File: config.mk
export PLATFORM = sky130hd
export DESIGN_NAME = inst_encoder_flat
export DESIGN_NICKNAME = d
export VERILOG_FILES = /design/src/rtl/inst_encoder_if.sv /design/src/rtl/inst_encoder.sv /design/src/flat_wrapper.sv
export SDC_FILE = /design/constraint.sdc
export NUM_CORES = 1
export LEC_CHECK = 0
export CAP_MARGIN = 20
export CORE_MARGIN = 4
export CORE_UTILIZATION = 51
export DETAILED_ROUTE_END_ITERATION = 16
export PLACE_DENSITY = 0.84
export SLEW_MARGIN = 10
export SYNTH_ARGS = -nofsm -noshare
export SYNTH_HDL_FRONTEND = slang
export SYNTH_SLANG_ARGS = --single-unit
File: constraint.sdc
create_clock -name clk -period 7.14 [get_ports clk]
set_clock_uncertainty 0.1 [all_clocks]
set_input_delay 1.071 -clock clk [delete_from_list [all_inputs] [get_ports clk]]
set_output_delay 1.071 -clock clk [all_outputs]
set_load 0.01 [all_outputs]
File: src/rtl/inst_encoder_if.sv
// Handshake bundle for the RV32I instruction encoder: decoded fields in,
// encoded word/address out, plus the address-load side channel.
interface inst_encoder_if #(parameter int ERRCNT_W = 8);
   logic                in_valid;
   logic                in_ready;
   logic [2:0]          fmt;
   logic [6:0]          opcode;
   logic [4:0]          rd;
   logic [4:0]          rs1;
   logic [4:0]          rs2;
   logic [2:0]          funct3;
   logic [6:0]          funct7;
   logic [31:0]         imm;
   logic                addr_load;
   logic [31:0]         addr_in;
   logic                out_valid;
   logic                out_ready;
   logic [31:0]         out_inst;
   logic [31:0]         out_addr;
   logic                out_err;
   logic [ERRCNT_W-1:0] err_count;

   modport master (
      output in_valid, fmt, opcode, rd, rs1, rs2, funct3, funct7, imm,
             addr_load, addr_in, out_ready,
      input  in_ready, out_valid, out_inst, out_addr, out_err, err_count
   );

   modport slave (
      input  in_valid, fmt, opcode, rd, rs1, rs2, funct3, funct7, imm,
             addr_load, addr_in, out_ready,
      output in_ready, out_valid, out_inst, out_addr, out_err, err_count
   );
endinterface

File: src/rtl/inst_encoder.sv
// RV32I instruction encoder: range-checks and scatters an immediate into its
// format, tags the word with a sequential address and queues it in a 2-deep FIFO.
module inst_encoder #(
   parameter logic [31:0] BASE_ADDR = 32'h0000_0000,
   parameter int          ERRCNT_W  = 8
) (
   input logic          clk,
   input logic          rst,
   inst_encoder_if.slave bus
);
   localparam logic [31:0] NOP = 32'h0000_0013;

   typedef struct packed {
      logic [31:0] inst;
      logic [31:0] addr;
      logic        err;
   } entry_t;

   entry_t              head_q, head_d, tail_q, tail_d, new_e;
   logic [1:0]          count_q, count_d;
   logic [31:0]         addr_q, addr_d, ent_addr, load_addr;
   logic [ERRCNT_W-1:0] errcnt_q, errcnt_d;
   logic [31:0]         imm, enc;
   logic                err, push, pop;
   logic signed [31:0]  simm;

   assign imm  = bus.imm;
   assign simm = $signed(bus.imm);

   always_comb begin
      enc = NOP;
      err = 1'b0;
      case (bus.fmt)
         3'b000: begin
            enc = {imm[11:0], bus.rs1, bus.funct3, bus.rd, bus.opcode};
            err = (simm < -32'sd2048) || (simm > 32'sd2047);
         end
         3'b001: begin
            enc = {imm[11:5], bus.rs2, bus.rs1, bus.funct3, imm[4:0], bus.opcode};
            err = (simm < -32'sd2048) || (simm > 32'sd2047);
         end
         3'b101: begin
            enc = {imm[12], imm[10:5], bus.rs2, bus.rs1, bus.funct3, imm[4:1], imm[11], bus.opcode};
            err = (simm < -32'sd4096) || (simm > 32'sd4094) || imm[0];
         end
         3'b010: begin
            enc = {imm[31:12], bus.rd, bus.opcode};
            err = (imm[11:0] != 12'd0);
         end
         3'b011: begin
            enc = {imm[20], imm[10:1], imm[11], imm[19:12], bus.rd, bus.opcode};
            err = (simm < -32'sd1048576) || (simm > 32'sd1048574) || imm[0];
         end
         3'b100: begin
            enc = {bus.funct7, bus.rs2, bus.rs1, bus.funct3, bus.rd, bus.opcode};
         end
         default: begin
            enc = NOP;
            err = 1'b1;
         end
      endcase
   end

   assign push      = bus.in_valid && (count_q < 2'd2);
   assign pop       = (count_q != 2'd0) && bus.out_ready;
   assign load_addr = {bus.addr_in[31:2], 2'b00};
   assign ent_addr  = bus.addr_load ? load_addr : addr_q;
   assign new_e     = '{inst: enc, addr: ent_addr, err: err};

   always_comb begin
      head_d   = head_q;
      tail_d   = tail_q;
      count_d  = count_q;
      addr_d   = addr_q;
      errcnt_d = errcnt_q;
      if (push) addr_d = ent_addr + 32'd4;
      else if (bus.addr_load) addr_d = load_addr;
      if (push && err && !(&errcnt_q)) errcnt_d = errcnt_q + 1'b1;
      // Head always holds the oldest entry; tail is only used when two are queued.
      case (count_q)
         2'd0: if (push) begin
            head_d  = new_e;
            count_d = 2'd1;
         end
         2'd1: begin
            if (push && pop) head_d = new_e;
            else if (push) begin
               tail_d  = new_e;
               count_d = 2'd2;
            end else if (pop) count_d = 2'd0;
         end
         default: if (pop) begin
            head_d  = tail_q;
            count_d = 2'd1;
         end
      endcase
   end

   always_ff @(posedge clk or posedge rst) begin
      if (rst) begin
         head_q   <= '0;
         tail_q   <= '0;
         count_q  <= 2'd0;
         addr_q   <= BASE_ADDR;
         errcnt_q <= '0;
      end else begin
         head_q   <= head_d;
         tail_q   <= tail_d;
         count_q  <= count_d;
         addr_q   <= addr_d;
         errcnt_q <= errcnt_d;
      end
   end

   assign bus.in_ready  = (count_q < 2'd2);
   assign bus.out_valid = (count_q != 2'd0);
   assign bus.out_inst  = head_q.inst;
   assign bus.out_addr  = head_q.addr;
   assign bus.out_err   = head_q.err;
   assign bus.err_count = errcnt_q;
endmodule
File: src/flat_wrapper.sv
// flat-port wrapper written by rule: the top's interface ports become plain ports
module inst_encoder_flat 
#(
   parameter logic [31:0] BASE_ADDR = 32'h0000_0000,
   parameter int          ERRCNT_W  = 8
)
  (clk, rst, bus_in_valid, bus_fmt, bus_opcode, bus_rd, bus_rs1, bus_rs2, bus_funct3, bus_funct7, bus_imm, bus_addr_load, bus_addr_in, bus_out_ready, bus_in_ready, bus_out_valid, bus_out_inst, bus_out_addr, bus_out_err, bus_err_count);
  inst_encoder_if #(.ERRCNT_W(ERRCNT_W)) bus_i ();
  input logic clk;
  input logic rst;
  input wire logic [$bits(bus_i.in_valid)-1:0] bus_in_valid;
  input wire logic [$bits(bus_i.fmt)-1:0] bus_fmt;
  input wire logic [$bits(bus_i.opcode)-1:0] bus_opcode;
  input wire logic [$bits(bus_i.rd)-1:0] bus_rd;
  input wire logic [$bits(bus_i.rs1)-1:0] bus_rs1;
  input wire logic [$bits(bus_i.rs2)-1:0] bus_rs2;
  input wire logic [$bits(bus_i.funct3)-1:0] bus_funct3;
  input wire logic [$bits(bus_i.funct7)-1:0] bus_funct7;
  input wire logic [$bits(bus_i.imm)-1:0] bus_imm;
  input wire logic [$bits(bus_i.addr_load)-1:0] bus_addr_load;
  input wire logic [$bits(bus_i.addr_in)-1:0] bus_addr_in;
  input wire logic [$bits(bus_i.out_ready)-1:0] bus_out_ready;
  output wire logic [$bits(bus_i.in_ready)-1:0] bus_in_ready;
  output wire logic [$bits(bus_i.out_valid)-1:0] bus_out_valid;
  output wire logic [$bits(bus_i.out_inst)-1:0] bus_out_inst;
  output wire logic [$bits(bus_i.out_addr)-1:0] bus_out_addr;
  output wire logic [$bits(bus_i.out_err)-1:0] bus_out_err;
  output wire logic [$bits(bus_i.err_count)-1:0] bus_err_count;
  assign bus_i.in_valid = bus_in_valid;
  assign bus_i.fmt = bus_fmt;
  assign bus_i.opcode = bus_opcode;
  assign bus_i.rd = bus_rd;
  assign bus_i.rs1 = bus_rs1;
  assign bus_i.rs2 = bus_rs2;
  assign bus_i.funct3 = bus_funct3;
  assign bus_i.funct7 = bus_funct7;
  assign bus_i.imm = bus_imm;
  assign bus_i.addr_load = bus_addr_load;
  assign bus_i.addr_in = bus_addr_in;
  assign bus_i.out_ready = bus_out_ready;
  assign bus_in_ready = bus_i.in_ready;
  assign bus_out_valid = bus_i.out_valid;
  assign bus_out_inst = bus_i.out_inst;
  assign bus_out_addr = bus_i.out_addr;
  assign bus_out_err = bus_i.out_err;
  assign bus_err_count = bus_i.err_count;
  inst_encoder #(.BASE_ADDR(BASE_ADDR), .ERRCNT_W(ERRCNT_W)) u_core (.clk(clk), .rst(rst), .bus(bus_i));
endmodule
Yosys cells after proc, flatten, opt, wreduce, memory -nomap -nowiden
Cells that the tools add are included.
Widths: inputs -> output; s select.
- bits in registers: 172
- output and inout port bits: 75
- reduce and logical (&&, ||, !) cells: 21
- add/sub/neg operators: 2
- bitwise gates (word level): 1
- equal/unequal tests: 10
- $lt $le $gt $ge: 7
- multiplexer cells: 14
- operators by type and width (operator ; count):
    $mux 65 ; 3
    $pmux 32 s6 ; 1
    $pmux 65 s2 ; 1
    $mux 32 ; 2
    $add 32x3->32 const B ; 1
    $gt 32x12->1 const B ; 1
    $gt 32x13->1 const B ; 1
    $gt 32x21->1 const B ; 1
    $lt 32x12->1 const B ; 1
    $lt 32x13->1 const B ; 1
    $lt 32x21->1 const B ; 1
    $reduce_bool 12->1 ; 1
    $mux 2 ; 5
    $add 8x1->8 const B ; 1
    $reduce_and 8->1 ; 1
    $eq 3x2->1 const B ; 2
    $eq 3x3->1 const B ; 2
    $reduce_and 3->1 ; 2
    $logic_and 1x1->1 ; 5
    $logic_or 1x1->1 ; 5
    $pmux 1 s5 ; 1
    $ne 2x1->1 const B ; 2
    $pmux 2 s2 ; 1
    $reduce_and 4->1 ; 1
    other kinds (12) ; 12

Longest topological paths before layout
Gate-level depths: netlist (run 1).
- depth after elaboration: 6
- mapped depth: 13

Worst setup path before layout (run 1)
Ideal clock, no wire load.
- path type: input-to-reg
- from: input port bus_addr_load
- to: register u_core.addr_q[22]
- arrival: 3.100 ns
- library setup time: 0.136 ns
- setup slack: 3.803 ns
- path buffers: 4
- stages on the path: 12
- path through: buf_6 > buf_12 > buf_12 > buf_2 > mux2i_1 > inv_1 > ha_1 > and3_1 > nand3_2 > or2_4 > or3_1 > xor2_1
- word-level cells in the longest chain between the ends: 3
- ends and longest elaborated chain (element ; line ; RTL):
    from (decl) ; flat_wrapper.sv:20 ; input wire logic [$bits(bus_i.addr_load)-1:0] bus_addr_load;
    $mux 32 ; n/a ;
    via u_core.ent_addr[3] ; inst_encoder.sv:21 ; logic [31:0] addr_q, addr_d, ent_addr, load_addr;
    $add 32x3->32 ; inst_encoder.sv:76 ; if (push) addr_d = ent_addr + 32'd4;
    $mux 32 ; inst_encoder.sv:76 ;
    via u_core.addr_d[22] ; inst_encoder.sv:21 ;
    to (signal assigned) ; inst_encoder.sv:110 ; addr_q <= addr_d;
    to (decl) ; inst_encoder.sv:21 ;
The timed path passes the listed nets, and every way through them passes these cells.
A chain may end at the register's enable or synchronous reset.

Final worst setup path (run 1)
- from: register u_core.count_q[1]
- to: output port bus_in_ready
- word-level cells in the longest chain between the ends: 1
- ends and longest elaborated chain (element ; line ; RTL):
    from (decl) ; inst_encoder.sv:20 ; logic [1:0] count_q, count_d;
    from (signal assigned) ; inst_encoder.sv:109 ; count_q <= count_d;
    $lt 2x2->1 ; inst_encoder.sv:115 ; assign bus.in_ready = (count_q < 2'd2);
    to (decl) ; flat_wrapper.sv:23 ; output wire logic [$bits(bus_i.in_ready)-1:0] bus_in_ready;
No other way between the ends.

==> results.json, run 1 <==
{
  "cts_tree": "done",
  "fp.coreArea_um2": 16000,
  "arrival_ns": 2.79,
  "dieArea_um2": 18500,
  "gp_congestion": 0.857,
  "grt.total_usage": 0.235,
  "multiInputGateArea_um2": 3770,
  "cts_setup_buffers": 0,
  "ys_dominant_reg_cell": "dfrtp_1",
  "antenna_found_initial": 1,
  "rsz0062_at_grt": "no",
  "critPathMaxFanout": 91,
  "grt_pass1_wl_mm": 34.9,
  "wire_per_inst_um": 16.6,
  "synth_edf_count": 0,
  "die_w_um": 136,
  "viasPerCell": 5.48,
  "syn_inst": 906,
  "peakVddDrop_mv": 0.161,
  "fin_crit_ns": 3.96,
  "clockBufferDepth": 2,
  "r2r_slack_ns": 3.70,
  "drv_slew": 0,
  "hold_violations": 0,
  "seq_area_frac_synth": 0.515,
  "ys_warn_count": 0,
  "async_flop_share": 1.00,
  "synth.distinct_cells": 61,
  "holdCritStartpoint": "u_core.bus.out_inst[6]",
  "hold_depth": 2,
  "maxSlewHeadroom": 0.379,
  "hold_end": "u_core.bus.out_inst[6]",
  "r2r-end": "u_core.bus.out_inst[5]",
  "wirelength_mm": 21.2,
  "fin_tns_setup_ns": 0,
  "start_util": 0.523,
  "grt_max_degree": 95,
  "hpwl_mm": 14.4,
  "fmax_ghz": 0.253,
  "numCtsBuffers": 17,
  "max-cap-violations": 0,
  "total_leakage_power_nw": 4.64,
  "tightestPinTransition_ns": 0.932,
  "path_class": "reg -> out",
  "p_per_area_nw_per_um2": 295,
  "syn_area_um2": 8360,
  "grt_pass1_vias": 7064,
  "clk_pin_slew_worst_paths_ns": 0.07,
  "avgSynthCellArea_um2": 9.23,
  "regArea_um2": 4310,
  "final_nets": 1157,
  "required_ns": 5.97,
  "cp-start-kind": "flop",
  "drc_errors": 0,
  "setup_viol": 0,
  "mostFrequentLayoutCells": "clkdlybuf4s50_1, dfrtp_1, nand2_1",
  "cts_num_sinks": 172,
  "hold-worst-slack_ns": 0.380,
  "io_buffers": 176,
  "n_fill_cell": 1278,
  "synth-seq-cells": 172,
  "grt_overflow": 0,
  "detail-route-antenna-nets": 0,
  "dieHeight_um": 136,
  "hold_class": "reg -> reg",
  "num_antenna_cells": 0,
  "h-tree-depth": 4,
  "end_kind": "output port",
  "rows": 46,
  "postCtsResizedCells": 0,
  "status": "complete, no violations",
  "drive_gt1_frac": 0.0630,
  "syn_nets": 1012,
  "clk_latency_ns": 0.43,
  "final_common_cell": "clkdlybuf4s50_1",
  "syn2layout_area_growth_pct": 29.5,
  "io_pins": 179,
  "utilization": 0.677,
  "first_pass_iters": 5,
  "min_period_over_period": 0.554,
  "reg2reg_depth": 4,
  "hold_buffers": 0,
  "drtIter0Drc": 499,
  "vias": 7010,
  "timing.rr.start": "u_core.count_q[1]",
  "cts_root_buf": "clkbuf_16"
}
[power breakdown]
part           internal (mW)  switching [mW]  total [mW]
sequential              1.24           0.168        1.41
combinational          0.427           0.426       0.852
clock                  0.538           0.393       0.931
total                   2.21           0.987        3.19
[layer usage]
layer  up-vias  track usage  part of all wire
li1       3416            -                 -
met1      3356        0.306              0.44
met2       220        0.389              0.48
met3        16       0.0759             0.078
met4         2       0.0431            0.0053
met5         -            0           0.00061
[worst max path at each step]
stage	from	to	slack, ns	cells after the start
floorplan	rst	u_core.addr_q[0]	1.31	1
global placement	bus_fmt[1]	u_core.bus.err_count[1]	3.40	8
detailed placement	bus_out_ready	u_core.bus.out_addr[20]	3.42	4
CTS	u_core.count_q[1]	bus_in_ready	3.20	3
global route	u_core.count_q[1]	bus_in_ready	3.02	3
finish	u_core.count_q[1]	bus_in_ready	3.18	3
[critical path, cell delays in order (launching register included)]
cell	delay, ns
dfrtp_4	0.73
buf_4	0.77
inv_1	0.21
clkdlybuf4s50_1	0.59
[Yosys cell counts (all sizes together), types with 2 or more instances]
cell	count	area, um2
and2b	2	17.5
o21a	3	22.5
ha	2	25.0
o31ai	4	30.0
nor2	87	329
o22ai	3	25.0
nor4	8	56.3
nor3	12	65.1
inv	11	41.3
nand3	11	82.6
a221oi	2	23.8
buf	14	103
a22oi	3	36.3
and3	7	43.8
nand2	155	582
clkbuf	45	169
o221ai	6	52.6
dfrtp	172	4300
xnor2	20	175
mux2i	48	484
o22a	5	43.8
a32oi	3	26.3
o21ai	135	676
a21oi	76	380
nand2b	6	40.0
or4	2	15.0
and2	3	18.8
or2	3	21.3
or3	3	18.8
mux2	4	45.0
nor2b	11	68.8
nand4	12	75.1
nand3b	5	62.6
xor2	13	114
[state kept, by name (all words and copies together), names as in the netlist]
register and cells:
u_core.bus.out_inst 32, u_core.bus.out_err 1, u_core.tail_q 65, u_core.count_q 2, u_core.bus.out_addr 32, u_core.bus.err_count 8
u_core.addr_q 32
[cells by family after synthesis]
| group | synth area share |
|---|---|
| multiplexers | 0.0633 |
| AND/OR/NAND/NOR | 0.183 |
| AO/OA/AOI/OAI | 0.164 |
| buffers and inverters | 0.0374 |
| adder cells (fa/ha/maj) | 0.00299 |
| flip-flops | 0.515 |
| XOR/XNOR | 0.0346 |
[final cells by class]
type	instances	area share
inverter	11	0.00428
multi-input combinational	664	0.348
timing repair buffer	185	0.170
tap	216	0.0250
clock inverter	12	0.0126
sequential	172	0.398
clock buffer	20	0.0422
[stage by stage]
stage               worst slack [ns]  total power [mW]  cells  area [um2]
finish                          3.18              3.19   1280       10800
global route                    3.02              3.38   1280       10800
CTS                             3.20              3.21   1279       10800
detailed placement              3.42              2.28   1247       10200
global placement                3.40              2.24   1247       10200
floorplan                       1.31              1.83    906        8360
Power figures use the tool's default switching activity.
==> run 2, diff against run 1 <==
--- a/config.mk
+++ b/config.mk
@@ -7,9 +7,9 @@
 export LEC_CHECK = 0
 export CAP_MARGIN = 20
 export CORE_MARGIN = 4
-export CORE_UTILIZATION = 51
+export CORE_UTILIZATION = 46
 export DETAILED_ROUTE_END_ITERATION = 16
-export PLACE_DENSITY = 0.84
+export PLACE_DENSITY = 0.8
 export SLEW_MARGIN = 10
 export SYNTH_ARGS = -nofsm -noshare
 export SYNTH_HDL_FRONTEND = slang
==> constraint.sdc (replaced) <==
create_clock -name clk -period 3.5 [get_ports clk]
set_clock_uncertainty 0.1 [all_clocks]
set_input_delay 0.525 -clock clk [delete_from_list [all_inputs] [get_ports clk]]
set_output_delay 0.525 -clock clk [all_outputs]
set_load 0.01 [all_outputs]
==> results.json, run 2 (synthesis results as in run 1) <==
{
  "status": "complete, no violations",
  "min_period_over_period": 0.822,
  "clockBufferDepth": 2,
  "drtIter0Drc": 367,
  "postCtsResizedCells": 0,
  "rows": 49,
  "max-cap-violations": 0,
  "slowest_delay_ns": 0.59,
  "cp_cell_sequence": "buf_4, inv_1, clkdlybuf4s50_1",
  "die_w_um": 143,
  "vias": 6894,
  "num_antenna_cells": 0,
  "n_fill_cell": 1532,
  "total_leakage_power_nw": 4.70,
  "maxSlewHeadroom": 0.514,
  "fin_tns_setup_ns": 0,
  "arrival_ns": 2.25,
  "fp.coreArea_um2": 17900,
  "final_nets": 1163,
  "h-tree-depth": 4,
  "setup_viol": 0,
  "rsz0062_at_grt": "no",
  "dieHeight_um": 143,
  "clk_latency_ns": 0.42,
  "io_buffers": 176,
  "viasPerCell": 5.31,
  "wire_per_inst_um": 16.0,
  "regMostFlops": "u_core.tail_q",
  "hpwl_mm": 14.7,
  "place_area_um2": 10300,
  "wirelength_mm": 20.8,
  "mostFrequentLayoutCells": "clkdlybuf4s50_1, dfrtp_1, nand2_1",
  "first_pass_iters": 5,
  "cts_setup_buffers": 0,
  "required_ns": 2.87,
  "clk_pin_slew_worst_paths_ns": 0.06,
  "io_pins": 179,
  "gp_congestion": 0.933,
  "hold_violations": 0,
  "drv_slew": 0,
  "grt.total_usage": 0.211,
  "dieArea_um2": 20400,
  "peakVddDrop_mv": 0.393,
  "final_common_cell": "clkdlybuf4s50_1",
  "grt_overflow": 0,
  "crit_slowest_cell": "clkdlybuf4s50_1",
  "cp-start-kind": "flop",
  "end_kind": "output port",
  "drive_gt1_frac": 0.0682,
  "finalInstanceArea_um2": 11000,
  "cts_root_buf": "clkbuf_16",
  "p_per_area_nw_per_um2": 606,
  "drc_errors": 0,
  "grt_pass1_vias": 6942,
  "detail-route-antenna-nets": 0,
  "tightestPinTransition_ns": 0.729,
  "hold_class": "reg -> reg",
  "cp_top_family": "buffers and inverters",
  "fin_crit_ns": 2.88,
  "grt_pass1_wl_mm": 34.6,
  "hold_buffers": 0,
  "fmax_ghz": 0.347,
  "crit_buf_inv": 3,
  "critPathMaxFanout": 72,
  "antenna_found_initial": 0,
  "path_class": "reg -> out",
  "cts_num_sinks": 172,
  "start_util": 0.467,
  "grt_max_degree": 131,
  "largest_register_ffs": 65,
  "numCtsBuffers": 17,
  "cts_tree": "done",
  "syn2layout_area_growth_pct": 31.0
}
-- run 2: changes by cell type in the layout (fill, tap and decap cells not counted), sizes merged --
cell    before  now
inv         14   17
bufinv       2    4
buf         10   16
clkbuf      20   18
clkinv       5    2
-- run 2: path summary, 6_finish.rpt --
path                            cells past startpoint                     from  slack, ns                      end
min in group asynchronous                           2                      rst       0.41   u_core.bus.out_addr[2]
max in group asynchronous                           3                      rst       2.13       u_core.bus.out_err
worst min register to register                      2  u_core.bus.out_inst[22]       0.38  u_core.bus.out_inst[22]
worst max-delay path                                3        u_core.count_q[1]       0.62             bus_in_ready
worst min-delay path                                2  u_core.bus.out_inst[22]       0.38  u_core.bus.out_inst[22]
worst max register to register                      7        u_core.count_q[1]       1.18        u_core.addr_q[31]
-- run 2: metal layers --
metal  vias to the layer above  global-route usage  part of all wire
met5                         -                   0                 0
met4                         0              0.0655             0.018
met3                        32              0.0646             0.076
met2                       207               0.344              0.47
met1                      3221               0.271              0.44
li1                       3434                   -                 -
-- run 2: where the power goes --
part / switching (mW) / total [mW] / internal (mW)
Combinational: 0.880 / 1.76 / 0.885
Sequential: 0.307 / 2.84 / 2.53
Clock: 0.827 / 2.04 / 1.21
Total: 2.01 / 6.64 / 4.63
-- run 2: area by class of cell --
type,count,area (um2),area share
clock inverter,14,203,0.0185
timing repair buffer,191,1920,0.175
inverter,11,45.0,0.00411
sequential,172,4310,0.393
tap,229,287,0.0262
clock buffer,18,429,0.0392
multi-input combinational,664,3770,0.344
-- run 2: through the flow --
stage          hold WS, ns  cells  setup WS, ns  total power [mW]  utilization
2_1_floorplan        0.349    906         0.678              3.74            -
3_3_place_gp         0.360   1267         0.407              4.59        0.577
3_5_place_dp         0.369   1267         0.415              4.66        0.577
4_1_cts              0.384   1299         0.580              6.72        0.612
5_1_grt              0.400   1299         0.431              7.06        0.612
6_report             0.375   1299         0.622              6.64        0.612
-- run 2: tightest hold or removal path, delay by kind of cell (launching register included) --
| family | cells | cell delay [ns] |
|---|---|---|
| simple gates | 1 | 0.04 |
| compound gates | 1 | 0.06 |
| flops | 1 | 0.34 |
